$ cat config.mk
export PLATFORM = sky130hd
export DESIGN_NAME = cmos_dvp_capture
export DESIGN_NICKNAME = d
export VERILOG_FILES = /design/src/rtl/cmos_dvp_capture.sv
export SDC_FILE = /design/constraint.sdc
export NUM_CORES = 1
export LEC_CHECK = 0
export CAP_MARGIN = 0
export CELL_PAD_IN_SITES_DETAIL_PLACEMENT = 1
export CELL_PAD_IN_SITES_GLOBAL_PLACEMENT = 2
export CORE_UTILIZATION = 37
export CTS_CLUSTER_SIZE = 16
export DETAILED_ROUTE_END_ITERATION = 6
export HOLD_SLACK_MARGIN = 0.03
export PLACE_DENSITY = 0.79
export SLEW_MARGIN = 5
export SYNTH_ARGS = -nofsm -noshare
export SYNTH_HDL_FRONTEND = slang
export SYNTH_SLANG_ARGS = --single-unit
$ cat constraint.sdc
create_clock -name cmos_pclk -period 2.8 [get_ports cmos_pclk]
set_input_delay 0.28 -clock cmos_pclk [delete_from_list [all_inputs] [get_ports cmos_pclk]]
set_output_delay 0.28 -clock cmos_pclk [all_outputs]
set_load 0.05 [all_outputs]
$ cat src/rtl/cmos_dvp_capture.sv
// DVP capture stage: skips settling frames after configuration, packs byte pairs into RGB565 pixels, and checks line/frame geometry.
// Optional build macro CAPTURE_TEST_PATTERN_EN replaces camera data with a position-coded test pattern.
module cmos_dvp_capture #(
   parameter int FRAME_SKIP = 10,
   parameter int H_ACTIVE   = 1280,
   parameter int V_ACTIVE   = 720
) (
   input  logic        cmos_pclk,
   input  logic        camera_rstn,
   input  logic        reg_conf_done,
   input  logic        cmos_vsync,
   input  logic        cmos_href,
   input  logic [7:0]  cmos_data,
   output logic        pix_de,
   output logic [15:0] pix_data,
   output logic        pix_vs,
   output logic [15:0] frame_cnt,
   output logic        line_err,
   output logic        frame_err
);

   typedef enum logic [1:0] {
      ST_IDLE,
      ST_SKIP,
      ST_WAIT_VS,
      ST_ACTIVE
   } state_t;

   localparam logic [15:0] SKIP_LAST = 16'((FRAME_SKIP > 0) ? FRAME_SKIP - 1 : 0);
   localparam logic [11:0] H_EXP     = 12'(H_ACTIVE);
   localparam logic [11:0] V_EXP     = 12'(V_ACTIVE);

   state_t      state_q, state_d;
   logic [15:0] skip_q, skip_d;

   logic        conf_meta, conf_sync;
   logic        vs_d, vs_d2, href_d, href_d2;
   logic [7:0]  data_d;

   logic        phase;
   logic [7:0]  hi;
   logic [11:0] pix_x, pix_y;

   logic        vs_rise, href_fall;
   logic        active, enter;
   logic [11:0] pix_y_inc, pix_y_end;

   // NOTE: sequential state uses non-blocking assignments so every flop samples pre-edge values.
   always_ff @(posedge cmos_pclk or negedge camera_rstn) begin
      if (!camera_rstn) begin
         conf_meta <= 1'b0;
         conf_sync <= 1'b0;
         vs_d      <= 1'b0;
         vs_d2     <= 1'b0;
         href_d    <= 1'b0;
         href_d2   <= 1'b0;
         data_d    <= 8'h00;
      end else begin
         conf_meta <= reg_conf_done;
         conf_sync <= conf_meta;
         vs_d      <= cmos_vsync;
         vs_d2     <= vs_d;
         href_d    <= cmos_href;
         href_d2   <= href_d;
         data_d    <= cmos_data;
      end
   end

   assign vs_rise   = vs_d & ~vs_d2;
   assign href_fall = ~href_d & href_d2;
   assign active    = conf_sync && (state_q == ST_ACTIVE);
   assign enter     = conf_sync && (state_q == ST_WAIT_VS) && vs_rise;
   assign pix_y_inc = (pix_y == 12'hFFF) ? pix_y : pix_y + 12'd1;
   // A line ending on the same edge as vsync is counted before the frame check.
   assign pix_y_end = href_fall ? pix_y_inc : pix_y;

   always_ff @(posedge cmos_pclk or negedge camera_rstn) begin
      if (!camera_rstn) begin
         state_q <= ST_IDLE;
         skip_q  <= 16'h0000;
      end else begin
         state_q <= state_d;
         skip_q  <= skip_d;
      end
   end

   // NOTE: outputs of always_comb get defaults first so no path leaves them unassigned (no latch).
   always_comb begin
      state_d = state_q;
      skip_d  = skip_q;
      if (!conf_sync) begin
         state_d = ST_IDLE;
      end else begin
         case (state_q)
            ST_IDLE: begin
               skip_d  = 16'h0000;
               state_d = (FRAME_SKIP == 0) ? ST_WAIT_VS : ST_SKIP;
            end
            ST_SKIP: begin
               if (vs_rise) begin
                  if (skip_q == SKIP_LAST) state_d = ST_WAIT_VS;
                  else                     skip_d  = skip_q + 16'd1;
               end
            end
            ST_WAIT_VS: begin
               if (vs_rise) state_d = ST_ACTIVE;
            end
            ST_ACTIVE: state_d = ST_ACTIVE;
            default:   state_d = ST_IDLE;
         endcase
      end
   end

   always_ff @(posedge cmos_pclk or negedge camera_rstn) begin
      if (!camera_rstn) begin
         pix_de    <= 1'b0;
         pix_data  <= 16'h0000;
         pix_vs    <= 1'b0;
         frame_cnt <= 16'h0000;
         line_err  <= 1'b0;
         frame_err <= 1'b0;
         phase     <= 1'b0;
         hi        <= 8'h00;
         pix_x     <= 12'h000;
         pix_y     <= 12'h000;
      end else begin
         pix_de <= 1'b0;
         pix_vs <= 1'b0;
         if (!active) begin
            phase <= 1'b0;
            pix_x <= 12'h000;
            pix_y <= 12'h000;
         end else begin
            if (href_d) begin
               if (!phase) begin
                  phase <= 1'b1;
`ifndef CAPTURE_TEST_PATTERN_EN
                  hi    <= data_d;
`endif
               end else begin
                  phase  <= 1'b0;
                  pix_de <= 1'b1;
                  pix_x  <= (pix_x == 12'hFFF) ? pix_x : pix_x + 12'd1;
`ifdef CAPTURE_TEST_PATTERN_EN
                  pix_data <= {pix_y[4:0], pix_x[10:5], pix_x[4:0]};
`else
                  pix_data <= {hi, data_d};
`endif
               end
            end else if (href_fall) begin
               if (phase || (pix_x != H_EXP)) line_err <= 1'b1;
               phase <= 1'b0;
               pix_x <= 12'h000;
               pix_y <= pix_y_inc;
            end
            if (vs_rise) begin
               if (pix_y_end != V_EXP) frame_err <= 1'b1;
               pix_y <= 12'h000;
            end
         end
         if (enter || (active && vs_rise)) begin
            pix_vs    <= 1'b1;
            frame_cnt <= frame_cnt + 16'd1;
         end
      end
   end

endmodule

# == Word level (Yosys, flattened, before mapping) ==
# Index checks and enable logic that the tools add are counted.
# totals
regBits,101
latchBits,0
mem_bits_rw,0
romBits,0
inputBits,13
output_inout_bits,36
wordCells,86
memories,0
# op_classes
add_sub_neg,4
mul,0
div,0
n_lt_le_gt_ge,0
n_eq_ne,17
shifts,0
mux,26
bitwise_logic,5
reduce_logical,15
# op_table
cell,n
$mux W12,10
$add A16 B1 Y16 const B,2
$mux W16,2
$pmux W16 S2,1
$add A12 B1 Y12 const B,2
$eq A12 B12 Y1 const B,2
$ne A3 B3 Y1 const B,7
$eq A16 B4 Y1 const B,1
$reduce_and A3 Y1,5
$ne A12 B10 Y1 const B,1
$ne A12 B11 Y1 const B,1
$mux W1,8
$mux W2,4
$pmux W2 S4,1
$reduce_and A4 Y1,2
$eq A2 B2 Y1 const B,2
$logic_and A1 B1 Y1,4
$ne A2 B2 Y1 const B,2
$not A1 Y1,3
$and A1 B1 Y1,2
$eq A2 B1 Y1 const B,1
$logic_not A2 Y1,1
$logic_or A1 B1 Y1,2
$reduce_bool A2 Y1,1

# == Depth between registers and ports, before layout ==
# Gate-level depths: netlist of the first run.
# depth
word_depth,6
depth_mapped,9
ltp_nobuf,8

# == Worst setup path before layout of the first run ==
# OpenSTA, ideal clock, no wires.
# synth_path
path_type,register -> register
from,reg skip_q[12]
to,reg skip_q[12]
setup_time_ps,132
t_arrival_ps,1840
required_time_ps,2668
path_slack_ps,828
path_stages_with_launch,8
path_buffers,1
synth_period_minus_slack_ps,1972
cell_sequence,dfrtp_1 or4_4 nor4_4 o31ai_2 buf_6 nand4_1 xor2_1 nor2_1
# synth_between
elab_chain_len,4
word_cells_on_any_way,7
cone_classes,1 x add/sub; 2 x eq/ne; 3 x mux; 1 x reduce/logical
# synth_rtl
element,line_no,text
"start, declared",34,"logic [15:0] skip_q, skip_d;"
"start signal, assigned",83,skip_q <= skip_d;
$add A16 B1 Y16,102,else skip_d = skip_q + 16'd1;
$mux W16,101,if (skip_q == SKIP_LAST) state_d = ST_WAIT_VS;
$mux W16,100,if (vs_rise) begin
$pmux W16 S2,94,case (state_q)
# Parallel ways exist; a longest one is shown, timed or not. The select of a mux whose other input is x is not followed.
# A chain may end at the register's enable or synchronous reset.

# == Final worst setup path of the first run ==
# layout_path
from,reg skip_q[2]
to,reg skip_q[8]
# The elaborated chain is that of the path after synthesis.

==> impl_results.md, run 1 <==
* Drt drc at 0
* CTS buffer count at 9
* Setup TNS at 0 ns
* MaxCap Viol Count at 0
* Crit. End Element: flip-flop
* Int Power at between 0.002 and 0.0025 W
* Switch Pwr at 0.0006468 W
* Switching Fraction at between 20 and 25%
* Peak VDD IR at between 300 and 400 uV
* Synth async-reset ratio at 100.0%
* Post-CTS Resized at 0
* YS warnings at 0
* CP delay by family, top: simple AND/OR/NAND/NOR gates
* CP max stage delay at approximately 0.57 ns
* Slew Limit Fails at 0
* First-pass iteration count of the detailed router at 4
* Largest net degree at the start of global routing at slightly above 100
* Syn Inst Count at about 420
* Logic pwr share at 4.1%
* Max_slew headroom at 61.74%
* Endpoints failing setup at 0
* Post-DR vias/cell at 5.147
* Avg WL per Cell at about 16 um
* Leading cell type in the layout, fill and taps excluded: dfrtp_1
* Max FO, Critical Path at 15
* Clk sinks at 101
* RSZ-0062 raised after global routing: no
* Area Overhead vs Synth at 22.22%
* Dpl hpwl at 7041 um
* Gr ovfl total at 0
* Stages on the worst setup path at 7
* CP startpoint: skip_q[2]
* Nets at between 400 and 500
* Routed WL at approximately 10000 um
* Cell Pwr Density at 515.3 mW/mm2
* Number of global-route vias before repair at 3533
* FMAX at 449.8 MHz
* I/O pins at a little under 50
* Layout cell share with drive strength beyond 1 at between 10% and 20%
* CTS clock-pin slew for the worst setup and hold paths at roughly 0.070 ns
* Input/output buffers at 48
* Syn_nets at 434
* Final Hold Fails at 0
* Flops & latches, synth at around 100
* Period minus WS final at about 2.2 ns
* Status: complete, no violations
* Tcrit/Tclk final at 79.39%
* Sequential Power Share at 51.7%
* Core Region at approximately 0.012 mm2
* CTS tree: done
* Cell area after synthesis at 0.004628 mm2
* Htree depth at 3
* Clk root buf: clkbuf_16
* Post-CTS setup buffers at 0
* FF-to-FF setup slack at approximately 0.58 ns
* Worst min path class: reg -> reg
* Worst Setup Start Kind: flip-flop
* Avg Inst Size Synth at roughly 11 um2
* Slowest CP cell: dfrtp_1
* Min-Delay Startpoint: conf_meta
* Crit path DAT at roughly 2.5 ns
* GPL Wtd Cong at 0.7860
* Horiz. Die Dim at 113.8 um
* WHS Path Cells at 0
* Total track usage at between 10% and 20%
* CP required at 3.03 ns
* Hold_buf cts at 1
* Clock Tree Buf Depth at 2
* Crit path buf inv count at 1
* Reg2Reg Depth at 7
* P_leak at about 2.5 nW
* Die height at approximately 110 um
* First-pass GRT wire length at around 18000 um
* Clock share of power at 44.2%
* Hold Slack at between 0.3 and 0.4 ns
* Commonest non-fill, non-tap cells in the layout: 101 x dfrtp_1, 49 x nor2_1, 47 x clkdlybuf4s50_1
* CP Class: reg -> reg
* Critical R2R Launch: skip_q[2]
* FILL cells at between 1000 and 1500
* Initial core utilization at about two fifths
* Worst skew pair latency at about 0.35 ns
* Vias at 3325
* Clock Skews at about 0.008 ns
* Number of diodes at 0
* Initial antenna violation count at 0
* Initial DRC count at between 100 and 150
* Sequential area share after synthesis at between 50 and 60%
* Post-synth EDFFs at 0
* Worst-path cell chain: or4_1 > nor4_4 > o31ai_2 > buf_4 > nand4_1 > xor2_1 > nor2_1
* Least-Margin Pin Slew at around 0.57 ns
* Die area at ~0.013 mm2
* DRT antenna net count at 0
* # rows at 40
* Ys flop type: dfrtp_1
* Synth cell types at between 50 and 60
[metrics by stage]
stage	cells	instance area (um2)	utilization, %	worst slack [ns]	power [W]
after CTS	646	5657	46.70	0.5412	0.002970
after detailed placement	629	5338	44.07	0.5689	0.001659
final	646	5657	46.70	0.5770	0.002915
after floorplan	415	4628	-	0.8282	0.001582
after global placement	629	5338	44.07	0.6221	0.001649
after global routing	646	5657	46.70	0.4243	0.003033
[power by group through the flow]
stage               sequential (W)  combinational, W  clock, W
floorplan                  0.00152         0.0000609         0
global placement           0.00153          0.000117         0
detailed placement         0.00153          0.000124         0
CTS                        0.00151          0.000126   0.00134
global route               0.00151          0.000137   0.00139
finish                     0.00151          0.000120   0.00129
[cells by family (layout without fill, tap and decap cells)]
group                    after synthesis  count (layout)  synth area share, %
buffers and inverters                 22              85                2.001
AO/OA/AOI/OAI                         36              36                5.677
flip-flops                           101             101                54.61
AND/OR/NAND/NOR                      177             177                20.65
XOR/XNOR                              40              40                7.569
adder cells (fa/ha/maj)                6               6                1.622
multiplexers                          33              33                7.867
[layer usage]
layer	up-vias	share of wire [%]	global-route usage, %
li1	1582	-	-
met1	1671	46	23.42
met2	64	47	27.76
met3	8	5.6	5.579
met4	0	1.3	6.061
met5	-	0	0
[synthesized netlist by cell type, drive strengths merged (2+ instances only)]
| cell type | number | share of area (%) |
|---|---|---|
| or3 | 4 | 0.54 |
| or2 | 3 | 0.41 |
| nor3 | 8 | 0.87 |
| a31oi | 2 | 0.27 |
| inv | 13 | 1.1 |
| nand4b | 2 | 0.38 |
| buf | 4 | 0.54 |
| and2 | 8 | 1.1 |
| nor2 | 49 | 4.0 |
| nand4 | 20 | 3.0 |
| dfrtp | 101 | 55 |
| o21ai | 12 | 1.3 |
| nand3 | 22 | 2.4 |
| nor2b | 3 | 0.41 |
| xnor2 | 17 | 3.2 |
| and4 | 5 | 0.95 |
| clkbuf | 5 | 0.41 |
| xor2 | 23 | 4.4 |
| ha | 6 | 1.6 |
| mux2i | 6 | 1.3 |
| a21oi | 4 | 0.43 |
| mux2 | 27 | 6.6 |
| nand3b | 3 | 0.49 |
| nor4 | 7 | 1.4 |
| nand2b | 4 | 0.54 |
| or4 | 4 | 0.73 |
| nand2 | 26 | 2.1 |
| a22o | 4 | 0.76 |
| o31ai | 3 | 0.59 |
| and3 | 6 | 0.81 |
[state kept, by name (all words and copies together) (netlist names)]
signal,cells
href_d,1
phase,1
pix_vs,1
href_d2,1
frame_cnt,16
vs_d2,1
conf_meta,1
state_q,2
data_d,8
hi,8
pix_data,16
vs_d,1
skip_q,16
pix_x,12
conf_sync,1
line_err,1
pix_y,12
frame_err,1
pix_de,1
[path summary, 6_finish.rpt]
| kind | to |
|---|---|
| max | skip_q[8] |
| min | conf_sync |
| max reg2reg | skip_q[8] |
| min reg2reg | conf_sync |
| max in group asynchronous | skip_q[8] |
| min in group asynchronous | pix_y[9] |
[area by class of cell]
cell class	count	area, um2	area share [%]
Clock buffer	11	252.7	4.468
Clock inverter	5	56.30	0.9954
Tap cell	168	210.2	3.716
Sequential cell	101	2527	44.68
Multi-Input combinational cell	292	2008	35.50
Timing Repair Buffer	56	553.0	9.777
Inverter	13	48.80	0.8626
(Power assumes the default switching activity.)
==> run 2, diff against run 1 <==
--- a/config.mk
+++ b/config.mk
@@ -8,11 +8,11 @@
 export CAP_MARGIN = 0
 export CELL_PAD_IN_SITES_DETAIL_PLACEMENT = 1
 export CELL_PAD_IN_SITES_GLOBAL_PLACEMENT = 2
-export CORE_UTILIZATION = 37
+export CORE_UTILIZATION = 34
 export CTS_CLUSTER_SIZE = 16
 export DETAILED_ROUTE_END_ITERATION = 6
 export HOLD_SLACK_MARGIN = 0.03
-export PLACE_DENSITY = 0.79
+export PLACE_DENSITY = 0.77
 export SLEW_MARGIN = 5
 export SYNTH_ARGS = -nofsm -noshare
 export SYNTH_HDL_FRONTEND = slang
==> constraint.sdc (replaced) <==
create_clock -name cmos_pclk -period 2.01 [get_ports cmos_pclk]
set_input_delay 0.201 -clock cmos_pclk [delete_from_list [all_inputs] [get_ports cmos_pclk]]
set_output_delay 0.201 -clock cmos_pclk [all_outputs]
set_load 0.05 [all_outputs]
==> run 2 against run 1 <==
The flow now finishes with violations (negative setup slack). Flip-flop and latch count unchanged. Final area up 8.1%. Core utilization down 0.52 points. Clock power up 49%. Combinational power up 68%. Sequential power up 38%. Hold slack worse by 0.069 ns. Fmax up 11%.
==> impl_results.md, run 2 (synthesis gave the netlist of run 1 again) <==
* Status: finished, violations left (was complete, no violations)
* Violated checks: negative setup slack
* # rows at 42 (was 40)
* Worst Setup Start Kind: flip-flop (unchanged)
* Switch Pwr at 0.0009287 W (was 0.0006468 W)
* Htree depth at 3 (unchanged)
* Slew Limit Fails at 0 (unchanged)
* Clk root buf: clkbuf_16 (unchanged)
* Biggest regs: frame_cnt x16, pix_data x16, skip_q x16 (unchanged)
* Input/output buffers at 48 (unchanged)
* Pre-CTS WS at -0.03338 ns (was 0.5689 ns)
* Die height at 118.7 um (was 113.8 um)
* FMAX at 497.3 MHz (was 449.8 MHz)
* First-pass iteration count of the detailed router at 4 (unchanged)
* Cell Pwr Density at 688.0 mW/mm2 (was 515.3 mW/mm2)
* Clock share of power at 45.6% (was 44.2%)
* Vias at 3503 (was 3325)
* Routed WL at 11350 um (was 10190 um)
* GR peak layer: met2 (unchanged)
* DRT antenna net count at 0 (unchanged)
* Horiz. Die Dim at 118.7 um (was 113.8 um)
* Crit path DAT at 2.25 ns (was 2.46 ns)
* Logic pwr share at 4.8% (was 4.1%)
* CTS tree: done (unchanged)
* Clk sinks at 101 (unchanged)
* Commonest non-fill, non-tap cells in the layout: 101 x dfrtp_1, 52 x buf_4, 49 x nor2_1 (was 101 x dfrtp_1, 49 x nor2_1, 47 x clkdlybuf4s50_1)
* CTS buffer count at 9 (unchanged)
* FILL cells at 1467 (was 1332)
* MaxCap Viol Count at 0 (unchanged)
* Met2 usage at 28.33% (was 27.76%)
* Initial core utilization at 34.95% (was 38.21%)
* Max_slew headroom at 57.94% (was 61.74%)
* Initial antenna violation count at 0 (unchanged)
* Largest net degree at the start of global routing at 45 (was 102)
* Worst skew pair latency at 0.35 ns (about the same)
* I/O pins at 49 (unchanged)
* Setup TNS at -0.001552 ns (was 0 ns)
* CP required at 2.25 ns (was 3.03 ns)
* CP max stage delay at 0.57 ns (about the same)
* Max FO, Critical Path at 7 (was 15)
* Period minus WS final at 2.011 ns (was 2.223 ns)
* Grt met1 use at 22.55% (was 23.42%)
* Least-Margin Pin Slew at 0.6310 ns (was 0.5739 ns)
* Number of diodes at 0 (unchanged)
* Peak VDD IR at 737.1 uV (was 313.7 uV)
* Final Total Pwr at 0.004208 W (was 0.002915 W)
* Final WS setup at -0.001038 ns (was 0.5770 ns)
* Crit. End Element: flip-flop (unchanged)
* Layout cell share with drive strength beyond 1 at 20.34% (was 10.67%)
* Clock Skews at 0.006630 ns (was 0.008000 ns)
* Dpl hpwl at 7828 um (was 7041 um)
* GPL Wtd Cong at 0.8391 (was 0.7860)
* Avg WL per Cell at 16.17 um (was 15.77 um)
* Switching Fraction at 22.07% (was 22.19%)
* Number of global-route vias before repair at 3864 (was 3533)
* CP Class: reg -> reg (unchanged)
* Slowest CP cell: or4_4 (was dfrtp_1)
* RSZ-0062 raised after global routing: yes (was no)
* Total track usage at 17.53% (was 17.77%)
* Sequential Power Share at 49.6% (was 51.7%)
* Initial DRC count at 164 (was 136)
* Clock Tree Buf Depth at 2 (unchanged)
* CTS clock-pin slew for the worst setup and hold paths at 0.07 ns (about the same)
* Tcrit/Tclk final at 100.1% (was 79.39%)
* Endpoints failing setup at 2 (was 0)
* Leading cell type in the layout, fill and taps excluded: dfrtp_1 (unchanged)
* Die area at 0.01408 mm2 (was 0.01296 mm2)
* P_leak at 2.741 nW (was 2.494 nW)
* Worst min path class: in -> reg (was reg -> reg)
* Final Hold Fails at 0 (unchanged)
* Int Power at 0.003279 W (was 0.002268 W)
* Area Overhead vs Synth at 32.14% (was 22.22%)
* FF-to-FF setup slack at -0.001 ns (was 0.58 ns)
* Core Region at 0.01324 mm2 (was 0.01211 mm2)
* Met3 GRT Util at 4.151% (was 5.579%)
* Post-DR vias/cell at 4.990 (was 5.147)
* Worst-path cell chain: or4_4 > nor4_4 > o31ai_2 > buf_6 > nand4_1 > xor2_1 > nor2_1 (was or4_1 > nor4_4 > o31ai_2 > buf_4 > nand4_1 > xor2_1 > nor2_1)
* First-pass GRT wire length at 19420 um (was 18020 um)
* Gr ovfl total at 0 (unchanged)
* Drt drc at 0 (unchanged)
* Nets at 540 (was 492)
run 2: cell count changes in the layout (fill, tap and decap cells not counted), moves of 2 or more:
cell      before  now
buf_12         1    3
buf_4          7   52
nor4_1         5    3
clkinv_2       2    0
nor4_2         1    3
clkbuf_1       0    2
or4_1          3    1
or4_4          1    3
run 2: worst paths after layout:
check                             start      endpoint  cells past startpoint
max                          skip_q[10]    skip_q[10]                      7
min                        cmos_data[4]     data_d[4]                      1
max reg2reg                  skip_q[10]    skip_q[10]                      7
min reg2reg                   conf_meta     conf_sync                      0
max in group asynchronous   camera_rstn  pix_data[12]                      3
min in group asynchronous   camera_rstn      pix_y[8]                      2
run 2: final cells by class:
class	count	area (um2)	area share [%]
Clock buffer	12	246.5	4.030
Clock inverter	4	77.57	1.268
Inverter	13	48.80	0.7979
Multi-Input combinational cell	292	2053	33.57
Sequential cell	101	2527	41.33
Tap cell	176	220.2	3.601
Timing Repair Buffer	104	942.2	15.41
run 2: metal layers:
| metal | share of wire (%) | vias to the layer above |
|---|---|---|
| met1 | 47 | 1754 |
| met2 | 48 | 55 |
| li1 | - | 1682 |
| met4 | 1.6 | 0 |
| met3 | 4.2 | 12 |
| met5 | 0 | - |
run 2: what timing repair did:
item	4_1_cts	5_1_grt
cloned	0	1
endpoints found under the setup margin	12	22
hold buffers	1	0
pin swaps	1	17
resized for setup	3	10
hold endpoints to repair	42	0
setup buffers	0	3
run 2: worst max-delay path: cells and delay by family, from the launching register on:
family / cells / cell delay, ns
xor+xnor: 1 / 0.16
compound gates: 1 / 0.13
flops: 1 / 0.38
buf+inv: 1 / 0.16
simple gates: 4 / 1.07
run 2: power groups by stage:
stage                     clock network, W  logic [W]  registers (W)
after floorplan                          0  0.0000849        0.00212
after global placement                   0   0.000190        0.00212
after detailed placement                 0   0.000193        0.00213
after CTS                          0.00198   0.000200        0.00209
after global routing               0.00205   0.000226        0.00209
final                              0.00192   0.000202        0.00209
run 2: metrics by stage:
step / std cells / hold WS [ns] / cell area, um2 / utilization (%)
2_1_floorplan: 415 / -0.09459 / 4628 / -
3_3_place_gp: 681 / 0.2535 / 5703 / 43.07
3_5_place_dp: 681 / 0.2565 / 5703 / 43.07
4_1_cts: 698 / 0.2688 / 6048 / 45.67
5_1_grt: 702 / 0.2717 / 6116 / 46.18
6_report: 702 / 0.2819 / 6116 / 46.18
